--- config.mk ---
export PLATFORM = sky130hd
export DESIGN_NAME = core_shifter_iter
export DESIGN_NICKNAME = d
export VERILOG_FILES = /design/src/rtl/core_shifter_iter.sv
export SDC_FILE = /design/constraint.sdc
export NUM_CORES = 1
export LEC_CHECK = 0
export ABC_AREA = 1
export CELL_PAD_IN_SITES_DETAIL_PLACEMENT = 0
export CELL_PAD_IN_SITES_GLOBAL_PLACEMENT = 2
export CORE_MARGIN = 3
export CORE_UTILIZATION = 32
export DETAILED_ROUTE_END_ITERATION = 10
export PLACE_DENSITY_LB_ADDON = 0.1
export SYNTH_ARGS = -nofsm -noshare
export SYNTH_HDL_FRONTEND = slang
export SYNTH_SLANG_ARGS = --single-unit
--- constraint.sdc ---
create_clock -name clk -period 6.65 [get_ports clk]
set_clock_uncertainty 0.1 [all_clocks]
set_input_delay 1.33 -clock clk [delete_from_list [all_inputs] [get_ports clk]]
set_output_delay 1.33 -clock clk [all_outputs]
set_load 0.005 [all_outputs]
--- src/rtl/core_shifter_iter.sv ---
// core_shifter_iter: iterative handshaked barrel shifter (ARM shifter-operand
// semantics for LSL/LSR/ASR/ROR/RRX with carry-out). Shifts at most STEP bit
// positions per cycle, so a W-bit shift takes ceil(e/STEP) SHIFT cycles.
//
// Ports:
//   clk, rst          clock, async active-high reset
//   kill              abort any in-flight op, back to IDLE next edge
//   in_valid/in_ready request handshake; op, base, shift, c_in request fields
//   out_valid/out_ready result handshake; q, c result and carry-out
//   busy              high while in SHIFT or DONE
module core_shifter_iter #(
  parameter int W    = 32,
  parameter int STEP = 8
) (
  input  logic         clk,
  input  logic         rst,
  input  logic         kill,
  input  logic         in_valid,
  output logic         in_ready,
  input  logic [2:0]   op,
  input  logic [W-1:0] base,
  input  logic [7:0]   shift,
  input  logic         c_in,
  output logic         out_valid,
  input  logic         out_ready,
  output logic [W-1:0] q,
  output logic         c,
  output logic         busy
);

  localparam logic [1:0] S_IDLE  = 2'd0;
  localparam logic [1:0] S_SHIFT = 2'd1;
  localparam logic [1:0] S_DONE  = 2'd2;

  localparam logic [2:0] OP_LSL = 3'd0;
  localparam logic [2:0] OP_LSR = 3'd1;
  localparam logic [2:0] OP_ASR = 3'd2;
  localparam logic [2:0] OP_ROR = 3'd3;
  localparam logic [2:0] OP_RRX = 3'd4;

  localparam int         W1     = W + 1;
  localparam logic [7:0] C_STEP = 8'(STEP);
  localparam logic [7:0] C_W    = 8'(W);
  localparam logic [7:0] C_W1   = 8'(W + 1);

  logic [1:0]   r_state;
  logic [2:0]   r_op;
  logic         r_fill;     // sign bit of the latched base, ASR fill
  logic [W-1:0] r_q;        // working register
  logic         r_c;
  logic [7:0]   r_e;        // remaining shift count
  logic [W-1:0] r_qo;       // result register, only updated on entry to DONE
  logic         r_co;

  logic         w_acc;
  logic         w_load;
  logic [7:0]   w_e0;
  logic         w_c0;
  logic [7:0]   w_s;
  logic [W-1:0] w_sq;
  logic         w_sc;
  logic [1:0]   w_nstate;
  logic [7:0]   w_e_nxt;
  logic [W-1:0] w_q_nxt;
  logic         w_c_nxt;

  assign in_ready  = ~rst & ~kill &
                     ((r_state == S_IDLE) | ((r_state == S_DONE) & out_ready));
  assign w_acc     = in_valid & in_ready;
  assign out_valid = (r_state == S_DONE);
  assign busy      = (r_state != S_IDLE);
  assign q         = r_qo;
  assign c         = r_co;

  // Initial count and carry for a newly accepted op. LSL/LSR saturate at W+1
  // (everything shifted out, carry cleared); ASR saturates at W.
  always_comb begin
    w_e0 = 8'd0;
    w_c0 = c_in;
    case (op)
      OP_LSL, OP_LSR: w_e0 = (shift > C_W1) ? C_W1 : shift;
      OP_ASR:         w_e0 = (shift > C_W)  ? C_W  : shift;
      OP_ROR: begin
        w_e0 = shift & (C_W - 8'd1);
        // A whole number of rotations: value unchanged, carry is the msb.
        if ((shift != 8'd0) && (w_e0 == 8'd0)) w_c0 = base[W-1];
      end
      OP_RRX:  w_e0 = 8'd1;
      default: w_e0 = 8'd0;
    endcase
  end

  // One SHIFT-cycle step of s = min(STEP, e) positions.
  always_comb begin
    w_s  = (r_e > C_STEP) ? C_STEP : r_e;
    w_sq = r_q;
    w_sc = r_c;
    case (r_op)
      OP_LSL: {w_sc, w_sq} = {r_c, r_q} << w_s;
      OP_LSR: {w_sq, w_sc} = {r_q, r_c} >> w_s;
      OP_ASR: {w_sq, w_sc} = W1'({{STEP{r_fill}}, r_q, r_c} >> w_s);
      OP_ROR: begin
        w_sq = W'({r_q, r_q} >> w_s);
        w_sc = w_sq[W-1];
      end
      OP_RRX: begin
        w_sq = {r_c, r_q[W-1:1]};
        w_sc = r_q[0];
      end
      default: ;
    endcase
  end

  always_comb begin
    w_nstate = r_state;
    w_e_nxt  = r_e;
    w_q_nxt  = r_q;
    w_c_nxt  = r_c;
    w_load   = 1'b0;
    case (r_state)
      S_IDLE: if (w_acc) w_load = 1'b1;
      S_SHIFT: begin
        w_q_nxt = w_sq;
        w_c_nxt = w_sc;
        w_e_nxt = r_e - w_s;
        if (w_e_nxt == 8'd0) w_nstate = S_DONE;
      end
      S_DONE: begin
        if (out_ready) begin
          if (w_acc) w_load   = 1'b1;   // back-to-back accept
          else       w_nstate = S_IDLE;
        end
      end
      default: w_nstate = S_IDLE;
    endcase
    if (w_load) begin
      w_q_nxt  = base;
      w_c_nxt  = w_c0;
      w_e_nxt  = w_e0;
      w_nstate = (w_e0 == 8'd0) ? S_DONE : S_SHIFT;
    end
    if (kill) w_nstate = S_IDLE;
  end

  always_ff @(posedge clk or posedge rst) begin
    if (rst) begin
      r_state <= S_IDLE;
      r_op    <= 3'd0;
      r_fill  <= 1'b0;
      r_q     <= '0;
      r_c     <= 1'b0;
      r_e     <= 8'd0;
      r_qo    <= '0;
      r_co    <= 1'b0;
    end else begin
      r_state <= w_nstate;
      r_q     <= w_q_nxt;
      r_c     <= w_c_nxt;
      r_e     <= w_e_nxt;
      if (w_load) begin
        r_op   <= op;
        r_fill <= base[W-1];
      end
      // Publish the result only on entry to DONE (including a back-to-back
      // zero-count op that goes DONE -> DONE), so q/c never show partials.
      if ((w_nstate == S_DONE) && ((r_state != S_DONE) || w_load)) begin
        r_qo <= w_q_nxt;
        r_co <= w_c_nxt;
      end
    end
  end

endmodule

Word-level counts from Yosys, hierarchy flattened
Index checks and enable logic that the tools add are counted.
{ "classes": {"n_addsub": 1, "n_lt_le_gt_ge": 3, "n_eq_ne": 12, "shift": 4, "n_mux": 24, "bitwise_logic": 7, "n_reduce_logical": 13} }
{ "ops": {"columns": ["op", "count"], "rows": [
  ["one-hot mux 32 bit (5 select lines)", 1],
  ["2-to-1 mux 32 bit", 2],
  ["right shift 64 x 8 -> 32 bit", 1],
  ["right shift 41 x 8 -> 33 bit", 1],
  ["2-to-1 mux 8 bit", 5],
  ["<< shifter 33 x 8 -> 33 bit", 1],
  ["right shift 33 x 8 -> 33 bit", 1],
  ["one-hot mux 8 bit (4 select lines)", 1],
  ["logical NOT 8 bit", 3],
  ["greater-than comparator 8 x 6 -> 1 bit (second input constant)", 2],
  ["equality test 3 x 2 -> 1 bit (second input constant)", 4],
  ["2-to-1 mux 2 bit", 6],
  ["greater-than comparator 8 x 4 -> 1 bit (second input constant)", 1],
  ["nonzero test 8 bit", 1],
  ["subtractor 8 bit", 1],
  ["equality test 3 x 1 -> 1 bit (second input constant)", 2],
  ["equality test 3 bit (second input constant)", 2],
  ["logical NOT 3 bit", 2],
  ["2-to-1 mux 1 bit", 6],
  ["one-hot mux 2 bit (3 select lines)", 1],
  ["one-hot mux 1 bit (5 select lines)", 1],
  ["AND 1 bit", 4],
  ["equality test 2 bit (second input constant)", 2],
  ["nonzero test 2 bit", 2],
  ["other kinds (9)", 11]
]} }
{ "totals": {"regBits": 80, "in_bits": 49} }

Logic depth before layout (Yosys ltp)
Gate-level depths: netlist of run 1.
{ "logic_depth": {"depth_word": 12, "depth_mapped": 19, "depth_no_buf": 18} }

Least setup slack after synthesis of run 1
OpenSTA, ideal clock, no wires.
{ "synth_timing": {"kind": "input-to-output", "start": "in rst", "end": "out in_ready", "arrival_ns": 3.459, "required_ns": 5.220, "slack_ns": 1.761, "cell_stages": 3, "path_buffers": 0, "cell_sequence": "inv_1 -> nand2_1 -> nor3_2"} }
{ "synth_between": {"elab_chain_len": 3} }
{ "synth_rtl": {"columns": ["item", "line_no", "source"], "rows": [
  ["from (decl)", "16", "input logic rst,"],
  ["inverter 1 bit", "67", "assign in_ready = ~rst & ~kill &"],
  ["AND 1 bit (2 in series)", "67", null],
  ["to (decl)", "19", "output logic in_ready,"]
]} }
No other way between the ends.

Worst setup path after layout of run 1
{ "layout_timing": {"start": "in rst", "end": "reg r_qo[22] (netlist: q[22])"} }
{ "layout_between": {"elab_chain_len": 11} }
{ "layout_rtl": {"columns": ["item", "line_no", "source"], "rows": [
  ["inverter 1 bit (*)", "67", null],
  ["AND 1 bit (*) (2 in series)", "67", null],
  ["AND 1 bit (*)", "69", "assign w_acc = in_valid & in_ready;"],
  ["2-to-1 mux 2 bit or 2-to-1 mux 1 bit (tied branches)", "130, 121", null],
  ["2-to-1 mux 2 bit or 2-to-1 mux 1 bit (tied branches)", "129", "if (out_ready) begin"],
  ["one-hot mux 2 bit (3 select lines) or one-hot mux 1 bit (2 select lines) (tied branches)", "120", "case (r_state)"],
  ["2-to-1 mux 2 bit", "136", "if (w_load) begin"],
  ["2-to-1 mux 2 bit", "142", "if (kill) w_nstate = S_IDLE;"],
  ["equality test 2 bit", "166", "if ((w_nstate == S_DONE) && ((r_state != S_DONE) || w_load)) begin"],
  ["logical AND 1 bit", "166", null],
  ["to (signal assigned)", "167", "r_qo <= w_q_nxt;"],
  ["to (decl)", "52", "logic [W-1:0] r_qo;"]
]} }
Every way passes the cells marked *; elsewhere a longest branch is shown, timed or not.
A chain may end at the register's enable or synchronous reset.

==> results.txt, run 1 <==
----------------------------------------------------
[Critical path]
  Critical setup path kind ... in2reg
  Worst Reg-to-Reg Cells ... 14
  CP Data Arrival Time ... around 4.7 ns
  Maximum fanout along the worst path ... 44
  Required time of the critical path ... 6.82 ns
  RR Startpoint ... r_e[0]
  Register-to-register path setup slack ... between 2 and 3 ns
  Setup crit end ... q[22]
  Sort of element at the start of the critical path ... input pin
  Capture instance of the worst register-to-register path ... q[11]
  Endpoint type of the worst setup path ... register
  Critical path launch point ... rst

[Routing]
  Antenna viol nets, final ... 0
  Average detailed-routed wire length per instance ... roughly 20 µm
  Vias per inst ... roughly 5.5
  Post-route DRC violation count ... 0
  Vias ... 8662
  Drt first-iter violations ... ~840
  Total wire length ... roughly 31000 µm
  Pre-antenna DRT Iters ... 5

[Finish]
  Commonest non-fill, non-tap cell in the layout ... sky130_fd_sc_hd__nand2_1
  Top library cells by usage in the layout, fill and taps aside ... sky130_fd_sc_hd__nand2_1 (442), sky130_fd_sc_hd__nand3_1 (305), sky130_fd_sc_hd__inv_1 (103)
  Share of final-layout standard cells stronger than drive strength 1 ... roughly 4.4%
  Area added between synthesis and finish ... 17.1%
  Number of antenna cells inserted ... 0
  Net count reported at finish ... 1352

[Die]
  Number of cell rows ... 54
  Core area ... approximately 0.022 mm²
  Die area ... 0.0248 mm²
  Die Height ... 158 µm
  Die width ... approximately 160 µm
  Ports ... 85
  Effective utilization at floorplan ... 33.1%

[Synth]
  Sequential fraction of the synthesis area ... a little over a quarter
  EDFF count, synth ... 0
  Distinct cell type count of the synthesized netlist ... between 40 and 50
  Area share of the leading cell type in the synthesized netlist ... between 20% and 30%
  Dominant cells by area after synthesis ... sky130_fd_sc_hd__dfrtp_1 (27%), sky130_fd_sc_hd__nand2_1 (23%), sky130_fd_sc_hd__nand3_1 (21%)
  Total number of yosys warnings ... 0
  Top_reg_cell synth ... sky130_fd_sc_hd__dfrtp_1
  Post-Synthesis Cell Area ... 0.00736 mm²
  Post-synthesis register bit count ... 80
  Async set-reset flop share out of synthesis ... 100%
  Number of standard cells after synthesis ... 1263
  Avg Inst Size Synth ... 5.82 µm²
  Nets in the synthesized netlist ... between 1k and 1.5k
  Post-synthesis cell type with the largest combined area ... sky130_fd_sc_hd__dfrtp_1

[Clocking]
  Clock insertion delay at the later pin of the skew report ... approximately 0.34 ns
  Buffer depth of the longest clock path ... 2
  Hold Buf Count CTS ... 0
  Number of gates resized after cts ... 0
  CTS Root Buffer Type ... sky130_fd_sc_hd__clkbuf_16
  Number of buffers inserted by post-CTS setup repair ... 0
  TritonCTS clock tree ... built
  Total CTS buffers ... 9
  Clock tree sinks ... 80
  Clock slew at reported path FFs ... 0.06 ns
  Number of H-tree levels ... 3

[Power and ir drop]
  Pwr per Cell Area ... roughly 450 mW/mm²
  Leakage ... ~0.0042 µW
  Peak supply drop ... 171 µV

[STA]
  Fin. max-slew vios ... 0
  Total negative slack ... 0 ns
  Headroom to the max-slew limit ... about 35%
  Unrepaired setup endpoints after global routing ... no
  Count of endpoints failing setup in the final report ... 0
  Max frequency ... 0.223 GHz
  Actual slew at the worst max-slew pin ... between 0.9 and 1 ns
  Post-route minimum period ... 4.48 ns
  Final critical-path share of the clock period ... between 60% and 70%
  Final Hold Fails ... 0
  Least setup slack across all paths after layout ... approximately 2.2 ns

[Place]
  Final estimated routing congestion in global placement ... 0.894
  Pre-CTS setup slack ... ~1.8 ns
  Placed wire-length estimate ... approximately 24000 µm
  Port Buffers ... between 80 and 90

[Flow run]
  Number of violations of the max-capacitance limit ... 0

[GRT]
  GR Util All Layers ... between 20 and 30%
  Antenna violations before repair ... 0
  Remaining global-route overflow ... 0
  Number of global-route vias before repair ... ~8.1k
  Pin count of the biggest net entering global routing ... 69
  Wire length of the first global-routing pass ... 48900 µm

[Run status]
  Result of the run ... completed

[Hold path]
  Classification of the worst-slack hold path ... reg2reg

----------------------------------------------------
-- cell families after synthesis --
kind of cell	synth area share, %
AO/OA/AOI/OAI	11.5
XOR/XNOR	0.340
adder cells (fa/ha/maj)	0.170
buffers and inverters	10.5
flip-flops	27.2
other	0.0510
AND/OR/NAND/NOR	50.2
-- where the power goes --
| group | internal [µW] | leakage, µW | switching (µW) |
|---|---|---|---|
| clock network | 296 | 0.000153 | 212 |
| logic | 789 | 0.00307 | 1710 |
| registers | 674 | 0.00100 | 206 |
| total | 1760 | 0.00423 | 2120 |
-- cell usage after synthesis, types with 2 or more instances --
cell type / count
sky130_fd_sc_hd__o211ai_1: 15
sky130_fd_sc_hd__nand3b_1: 4
sky130_fd_sc_hd__nor3_1: 2
sky130_fd_sc_hd__o22ai_1: 3
sky130_fd_sc_hd__o21ai_1: 12
sky130_fd_sc_hd__buf_2: 30
sky130_fd_sc_hd__buf_1: 2
sky130_fd_sc_hd__nor2_2: 4
sky130_fd_sc_hd__inv_2: 11
sky130_fd_sc_hd__o31ai_1: 3
sky130_fd_sc_hd__dfrtp_1: 80
sky130_fd_sc_hd__nand3_1: 305
sky130_fd_sc_hd__a211oi_1: 2
sky130_fd_sc_hd__inv_1: 104
sky130_fd_sc_hd__clkinv_1: 2
sky130_fd_sc_hd__a32oi_1: 3
sky130_fd_sc_hd__nand2_2: 4
sky130_fd_sc_hd__nor2_1: 60
sky130_fd_sc_hd__clkbuf_1: 29
sky130_fd_sc_hd__buf_6: 4
sky130_fd_sc_hd__and3_1: 3
sky130_fd_sc_hd__o221ai_1: 3
sky130_fd_sc_hd__o21ai_0: 59
sky130_fd_sc_hd__buf_4: 2
sky130_fd_sc_hd__o21bai_1: 7
sky130_fd_sc_hd__nand3_2: 2
sky130_fd_sc_hd__nand4_1: 10
sky130_fd_sc_hd__a21oi_1: 36
sky130_fd_sc_hd__nand2_1: 442
sky130_fd_sc_hd__or2_1: 2
-- worst max-delay path, cell delays in order --
cell and delay [ns]:
sky130_fd_sc_hd__clkdlybuf4s50_1 0.47, sky130_fd_sc_hd__clkinv_2 0.30, sky130_fd_sc_hd__nand2_1 0.19, sky130_fd_sc_hd__nor3_2 0.07, sky130_fd_sc_hd__nand2_2 0.57, sky130_fd_sc_hd__nand4_1 0.17
sky130_fd_sc_hd__nor2_1 0.14, sky130_fd_sc_hd__nand2_1 0.06, sky130_fd_sc_hd__nor2_1 0.16, sky130_fd_sc_hd__nand3_1 0.11, sky130_fd_sc_hd__nand2_2 0.10, sky130_fd_sc_hd__nand3_4 0.33
sky130_fd_sc_hd__inv_4 0.41, sky130_fd_sc_hd__nand2_1 0.11, sky130_fd_sc_hd__nand2_1 0.07
-- per-stage QoR --
stage / std cells / util, % / total power (µW) / area (µm²) / hold WS (ns)
2_1_floorplan: 1263 / - / 2430 / 7360 / 0.372
3_3_place_gp: 1571 / 37.4 / 3370 / 8310 / 0.367
3_5_place_dp: 1571 / 37.4 / 3330 / 8310 / 0.364
4_1_cts: 1587 / 38.8 / 3860 / 8610 / 0.386
5_1_grt: 1587 / 38.8 / 4220 / 8610 / 0.403
6_report: 1587 / 38.8 / 3880 / 8610 / 0.383
-- flip-flops by register name, indices dropped and copies added (netlist names) --
signal and count:
r_e 8, r_c 1, r_q 32, q 32, r_fill 1, r_op 3
r_state 2, c 1
-- routing by layer --
| layer | track usage, % | vias up | wire length, µm |
|---|---|---|---|
| li1 | - | 4245 | - |
| met1 | 39.8 | 4035 | 15600 |
| met2 | 36.1 | 335 | 12900 |
| met3 | 3.34 | 47 | 2110 |
| met4 | 7.77 | 0 | 860 |
| met5 | 0 | - | 0 |
-- area by class of cell --
type | instances | area [µm²]
inverters | 118 | 447
multi-input cells | 998 | 4590
clock inverters | 7 | 77.6
flip-flops and latches | 80 | 2000
clock buffers | 9 | 225
well taps | 280 | 350
fillers | 2510 | 13600
repair buffers | 95 | 923
-- worst min-delay path by stage --
stage	cells past startpoint	startpoint	endpoint	slack, ns
floorplan	2	c	c	0.37
global placement	2	q[23]	q[23]	0.37
detailed placement	2	q[10]	q[10]	0.36
CTS	2	q[27]	q[27]	0.39
global route	2	q[14]	q[14]	0.40
finish	2	q[27]	q[27]	0.38
No activity file was read; power rests on OpenSTA's default activity.
==> run 2: changes to the inputs <==
--- a/config.mk
+++ b/config.mk
@@ -9,7 +9,7 @@
 export CELL_PAD_IN_SITES_DETAIL_PLACEMENT = 0
 export CELL_PAD_IN_SITES_GLOBAL_PLACEMENT = 2
 export CORE_MARGIN = 3
-export CORE_UTILIZATION = 32
+export CORE_UTILIZATION = 27
 export DETAILED_ROUTE_END_ITERATION = 10
 export PLACE_DENSITY_LB_ADDON = 0.1
 export SYNTH_ARGS = -nofsm -noshare
==> constraint.sdc (replaced) <==
create_clock -name clk -period 3.98 [get_ports clk]
set_clock_uncertainty 0.1 [all_clocks]
set_input_delay 0.796 -clock clk [delete_from_list [all_inputs] [get_ports clk]]
set_output_delay 0.796 -clock clk [all_outputs]
set_load 0.005 [all_outputs]
==> run 2 against run 1 <==
  * Combinational power rose by 76%
  * Worst setup slack got worse by 1.3 ns
  * Sequential share of layout area fell by 0.64 points
  * Critical endpoint is now q[30]
  * Sequential power rose by 65%
  * Non-clock buffer count rose by 16
  * Power rose by 72%
==> results.txt, run 2 (synthesis results as in run 1) <==
----------------------------------------------------
[Run status]
  Result of the run ... completed

[GRT]
  Remaining global-route overflow ... 0 (unchanged)
  Pin count of the biggest net entering global routing ... 47 (-32%)
  Antenna violations before repair ... 0 (unchanged)
  GR Util All Layers ... 23.7% (-1.8 points)
  Number of global-route vias before repair ... 8453 (+4.3%)
  Wire length of the first global-routing pass ... 52900 µm (+8.2%)

[Die]
  Ports ... 85 (unchanged)
  Die Height ... 171 µm (+8.5%)
  Effective utilization at floorplan ... 27.8% (-5.3 points)
  Number of cell rows ... 59 (+9.3%)
  Die area ... 0.0293 mm² (+18%)
  Die width ... 171 µm (+8.5%)
  Core area ... 0.0264 mm² (+19%)

[Critical path]
  Required time of the critical path ... 4.16 ns (-2.66 ns)
  Sort of element at the start of the critical path ... register
  Worst Reg-to-Reg Cells ... 15 (+1)
  Count of buffering cells on the critical path with inverters included ... 2 (-1)
  CP Data Arrival Time ... 3.32 ns (-1.33 ns)
  Delay-heaviest family, CP ... simple AND/OR/NAND/NOR gates
  Delay of the slowest cell on the worst path ... 0.73 ns (+0.16 ns)
  Crit path depth ... 15 (unchanged)
  Crit path cell chain ... inv_1 > nand3_1 > nand2_1 > nand3_2 > buf_4 > nand3_1 > nand3_1 > nand2_1 > nor2_1 > nor2_1 > nand3b_1 > nand2_1 > nand2_1 > nand2_1 > nand2_1
  Critical setup path kind ... reg2reg
  Critical Path Slowest Stage Cell ... sky130_fd_sc_hd__dfrtp_1
  Endpoint type of the worst setup path ... register
  Most frequent cell on the critical path ... sky130_fd_sc_hd__nand2_1
  Maximum fanout along the worst path ... 32 (-27%)

[Power and ir drop]
  Cell internal power dissipation ... 3050 µW (+74%)
  Switching power ... 3640 µW (+71%)
  Leakage ... 0.00432 µW (+2.1%)
  Sequential power share ... 21.7% (-1.0 points)
  Switching power as a share of total power ... 54.4% (-0.34 points)
  Part of the power in combinational logic ... 65.4% (+1.2 points)
  Total Power ... 6690 µW (+72%)
  Peak supply drop ... 307 µV (+80%)
  Pwr per Cell Area ... 756 mW/mm² (+68%)
  Power share of the clock group ... 12.9% (-0.2 points)

[Flow run]
  Number of violations of the max-capacitance limit ... 0 (unchanged)

[Place]
  Final estimated routing congestion in global placement ... 0.918 (+2.7%)
  Port Buffers ... 84 (unchanged)
  Placed wire-length estimate ... 26500 µm (+11%)
  Post-detailed-placement cell area ... 0.00855 mm² (+2.8%)

[Routing]
  Average detailed-routed wire length per instance ... 20.7 µm (+4.7%)
  Post-route DRC violation count ... 0 (unchanged)
  Vias ... 8763 (+1.2%)
  Pre-antenna DRT Iters ... 5 (unchanged)
  Vias per inst ... 5.29 (-3.2%)
  Total wire length ... 34400 µm (+9.4%)
  Drt first-iter violations ... 845 (+0.24%)
  Antenna viol nets, final ... 0 (unchanged)

[Clocking]
  Number of buffers inserted by post-CTS setup repair ... 0 (unchanged)
  Hold Buf Count CTS ... 0 (unchanged)
  Buffer depth of the longest clock path ... 2 (unchanged)
  Clock insertion delay at the later pin of the skew report ... 0.34 ns (about the same)
  Number of H-tree levels ... 3 (unchanged)
  Total CTS buffers ... 9 (unchanged)
  Clock tree sinks ... 80 (unchanged)
  CTS Root Buffer Type ... sky130_fd_sc_hd__clkbuf_16
  Number of gates resized after cts ... 0 (unchanged)
  Clock slew at reported path FFs ... 0.06 ns (about the same)
  TritonCTS clock tree ... built

[Hold path]
  Instance count along the most critical hold path ... 2 (unchanged)
  Classification of the worst-slack hold path ... reg2reg

[STA]
  Post-route minimum period ... 3.14 ns
  Count of endpoints failing setup in the final report ... 0 (unchanged)
  Fin. max-slew vios ... 0 (unchanged)
  Actual slew at the worst max-slew pin ... 0.856 ns (-0.111 ns)
  Max frequency ... 0.319 GHz
  Total negative slack ... 0 ns (unchanged)
  Final Hold Fails ... 0 (unchanged)
  Unrepaired setup endpoints after global routing ... no
  Headroom to the max-slew limit ... 42.5% (+7.1 points)
  Final critical-path share of the clock period ... 78.9%

[Finish]
  Share of final-layout standard cells stronger than drive strength 1 ... 5.52% (+1.1 points)
  Number of antenna cells inserted ... 0 (unchanged)
  Post-Layout Inst Area ... 0.00886 mm² (+2.8%)
  Top library cells by usage in the layout, fill and taps aside ... sky130_fd_sc_hd__nand2_1 (442), sky130_fd_sc_hd__nand3_1 (305), sky130_fd_sc_hd__inv_1 (103)
  Area added between synthesis and finish ... 20.4%
  Commonest non-fill, non-tap cell in the layout ... sky130_fd_sc_hd__nand2_1
  Net count reported at finish ... 1368 (+1.2%)

----------------------------------------------------
run 2: per-layer routing:
layer | up-vias | track usage (%) | share of wire (%)
li1 | 4283 | - | -
met1 | 4134 | 37.3 | 51
met2 | 315 | 34.3 | 41
met3 | 31 | 3.05 | 5.9
met4 | 0 | 4.90 | 1.5
met5 | - | 0 | 0
run 2: through the flow:
step           worst slack [ns]  hold slack, ns  utilization, %  std cells
2_1_floorplan             0.464           0.372               -       1263
3_3_place_gp              0.821           0.363            32.3       1642
3_5_place_dp              0.784           0.364            32.3       1642
4_1_cts                   0.865           0.384            33.5       1658
5_1_grt                   0.691           0.402            33.5       1658
6_report                  0.841           0.380            33.5       1658
run 2: tightest hold or removal path: cells and delay by family, from the launching register on:
family        cells  cell delay (ns)
flops             1             0.34
simple gates      2             0.11
run 2: layout make-up:
class | count | area [µm²]
multi-input cells | 998 | 4580
inverters | 118 | 449
clock inverters | 4 | 52.6
flip-flops and latches | 80 | 2000
fillers | 3014 | 17600
clock buffers | 12 | 256
well taps | 335 | 419
repair buffers | 111 | 1090
run 2: power by group through the flow:
stage	clock [µW]	combinational [µW]	sequential, µW
after floorplan	0	2720	1330
after global placement	0	4360	1470
after detailed placement	0	4310	1450
after CTS	889	4330	1440
after global routing	924	4840	1490
final	861	4380	1450
run 2: path summary, 6_finish.rpt:
kind / slack (ns) / from / end
max in group asynchronous: 1.89 / rst / r_e[3]
hold reg to reg: 0.38 / q[17] / q[17]
setup reg to reg: 0.84 / r_e[0] / q[30]
setup / recovery: 0.84 / r_e[0] / q[30]
min in group asynchronous: 0.92 / rst / q[7]
hold / removal: 0.38 / q[17] / q[17]
==> run 3: changes to the inputs <==
==> constraint.sdc (replaced) <==
create_clock -name clk -period 2.8 [get_ports clk]
set_clock_uncertainty 0.1 [all_clocks]
set_input_delay 0.56 -clock clk [delete_from_list [all_inputs] [get_ports clk]]
set_output_delay 0.56 -clock clk [all_outputs]
set_load 0.005 [all_outputs]
==> run 3 against run 2 <==
  * Sequential share of layout area is 1.2 points lower
  * Sequential cell count stayed put
  * Count of clock-buffer cells in the layout decreased by 3
  * Cell count up 2.6%
  * First-iteration DRC count shrank 9.9%
  * Sequential power grew 41%
  * Power is 49% higher
  * Critical endpoint is now in_ready
  * Highest routed layer unchanged
==> results.txt, run 3 (synthesis results as in run 1) <==
----------------------------------------------------
[Die]
  Die width ... 171 µm (unchanged)
  Ports ... 85 (unchanged)
  Die area ... 0.0293 mm² (unchanged)
  Number of cell rows ... 59 (unchanged)
  Effective utilization at floorplan ... 27.8% (unchanged)
  Core area ... 0.0264 mm² (unchanged)
  Die Height ... 171 µm (unchanged)

[Critical path]
  Most frequent cell on the critical path ... sky130_fd_sc_hd__clkdlybuf4s50_1
  Delay of the slowest cell on the worst path ... 0.49 ns (-0.24 ns)
  Critical Path Slowest Stage Cell ... sky130_fd_sc_hd__clkdlybuf4s50_1
  RR Startpoint ... r_e[7]
  CP Data Arrival Time ... 1.99 ns (-1.33 ns)
  Worst Reg-to-Reg Cells ... 13 (-2)
  Critical setup path kind ... in2out
  Endpoint type of the worst setup path ... output port
  Sort of element at the start of the critical path ... input pin
  Register-to-register path setup slack ... 0.16 ns (-0.68 ns)
  Crit path cell chain ... clkdlybuf4s50_1 > clkinvlp_4 > nand2_1 > nor3_2 > buf_4 > clkdlybuf4s50_1
  Maximum fanout along the worst path ... 2 (-94%)
  Required time of the critical path ... 2.14 ns (-2.02 ns)
  Capture instance of the worst register-to-register path ... q[24]

[STA]
  Headroom to the max-slew limit ... 46.8% (+4.4 points)
  Worst slack on hold paths ... 0.384 ns (+0.00363 ns)
  Least setup slack across all paths after layout ... 0.152 ns (-0.689 ns)
  Final critical-path share of the clock period ... 94.6%
  Count of endpoints failing setup in the final report ... 0 (unchanged)
  Post-route minimum period ... ~2.6 ns
  Total negative slack ... 0 ns (unchanged)
  Fin. max-slew vios ... 0 (unchanged)
  Actual slew at the worst max-slew pin ... 0.797 ns (-0.0587 ns)
  Unrepaired setup endpoints after global routing ... no
  Final Hold Fails ... 0 (unchanged)
  Max frequency ... 0.378 GHz

[Clocking]
  Total CTS buffers ... 9 (unchanged)
  Clock slew at reported path FFs ... 0.07 ns (about the same)
  Clock tree sinks ... 80 (unchanged)
  Clock insertion delay at the later pin of the skew report ... 0.34 ns (about the same)
  Buffer depth of the longest clock path ... 2 (unchanged)
  TritonCTS clock tree ... built
  CTS Root Buffer Type ... sky130_fd_sc_hd__clkbuf_16
  Number of H-tree levels ... 3 (unchanged)

[Place]
  Port Buffers ... 84 (unchanged)
  Cell Count Post-Placement ... 1683 (+2.5%)
  Pre-CTS setup slack ... -0.0189 ns (-0.803 ns)
  Post-detailed-placement cell area ... 0.00896 mm² (+4.8%)
  Final estimated routing congestion in global placement ... 0.913 (-0.53%)
  Placed wire-length estimate ... 26800 µm (+1.3%)

[Finish]
  Commonest non-fill, non-tap cell in the layout ... sky130_fd_sc_hd__nand2_1
  Share of final-layout standard cells stronger than drive strength 1 ... 8.86% (+3.3 points)
  Top library cells by usage in the layout, fill and taps aside ... sky130_fd_sc_hd__nand2_1 (441), sky130_fd_sc_hd__nand3_1 (304), sky130_fd_sc_hd__inv_1 (103)
  Post-Layout Inst Area ... 0.00934 mm² (+5.5%)
  Footprint of the multi-input gates ... 0.00462 mm² (+0.68%)
  Number of antenna cells inserted ... 0 (unchanged)
  Net count reported at finish ... 1411 (+3.1%)
  Fin cells ... 1701 (+2.6%)
  Area added between synthesis and finish ... 27.0%
  Fillers ... 3038 (+0.80%)
  Area used by sequential logic in the layout ... 0.00200 mm² (about the same)

[Routing]
  Pre-antenna DRT Iters ... 5 (unchanged)
  Total wire length ... 34100 µm (-0.81%)
  Average detailed-routed wire length per instance ... 20.1 µm (-3.3%)
  Vias ... 8881 (+1.3%)
  Drt first-iter violations ... 761 (-9.9%)
  Post-route DRC violation count ... 0 (unchanged)
  Vias per inst ... 5.22 (-1.2%)
  Antenna viol nets, final ... 0 (unchanged)

[GRT]
  GR Util All Layers ... 23.3% (-0.40 points)
  Pin count of the biggest net entering global routing ... 62 (+32%)
  Wire length of the first global-routing pass ... 52600 µm (-0.54%)
  Remaining global-route overflow ... 0 (unchanged)
  Antenna violations before repair ... 0 (unchanged)
  Number of global-route vias before repair ... 8731 (+3.3%)

[Hold path]
  Instance count along the most critical hold path ... 2 (unchanged)
  Hold Crit Endpoint ... q[12]
  Classification of the worst-slack hold path ... reg2reg
  Hold Startpoint ... q[12]

[Power and ir drop]
  Leakage ... 0.00457 µW (+5.9%)
  Peak supply drop ... 415 µV (+35%)
  Pwr per Cell Area ... 1070 mW/mm² (+41%)

[Flow run]
  Number of violations of the max-capacitance limit ... 0 (unchanged)

[Run status]
  Result of the run ... completed

----------------------------------------------------
run 3: final cells by class:
| cell class | count | share of cell area, % |
|---|---|---|
| Inverter | 118 | 4.81 |
| Sequential cell | 80 | 21.4 |
| Multi-Input combinational cell | 998 | 49.4 |
| Tap cell | 335 | 4.49 |
| Timing Repair Buffer | 154 | 16.3 |
| Clock buffer | 9 | 2.41 |
| Clock inverter | 7 | 1.11 |
run 3: stage by stage:
stage / utilization [%] / total power (µW)
after floorplan: - / 5760
after global placement: 33.9 / 8580
after detailed placement: 33.9 / 8490
after CTS: 35.2 / 9840
after global routing: 35.3 / 10800
final: 35.3 / 9970
run 3: critical path, delay by kind of cell:
family | cells | cell delay (ns)
buffers and inverters | 4 | 1.20
AND/OR/NAND/NOR | 2 | 0.23
run 3: metal layers:
layer / part of all wire (%) / global-route usage (%) / up-vias / routed length [µm]
met5: 0 / 0 / - / 0
met4: 1.8 / 5.18 / 0 / 615
met3: 6.2 / 3.37 / 33 / 2100
met2: 42 / 34.2 / 300 / 14300
met1: 50 / 35.9 / 4164 / 17200
li1: - / - / 4384 / -
run 3: how the worst max path moves through the flow:
stage,from,to,cells after the start
6_report,rst,in_ready,6
5_1_grt,r_e[4],q[8],18
4_1_cts,r_e[7],q[30],16
3_5_place_dp,rst,q[0],16
3_3_place_gp,op[1],q[24],15
2_1_floorplan,rst,q[8],15
run 3: repair_timing:
item | in CTS | in global routing
endpoints found under the setup margin | 0 | 38
resized for setup | 0 | 8
setup buffers | 0 | 2
hold buffers | 0 | 0
run 3: power by group:
| part | switching (µW) | internal [µW] |
|---|---|---|
| Sequential | 444 | 1600 |
| Combinational | 4300 | 2330 |
| Clock | 506 | 790 |
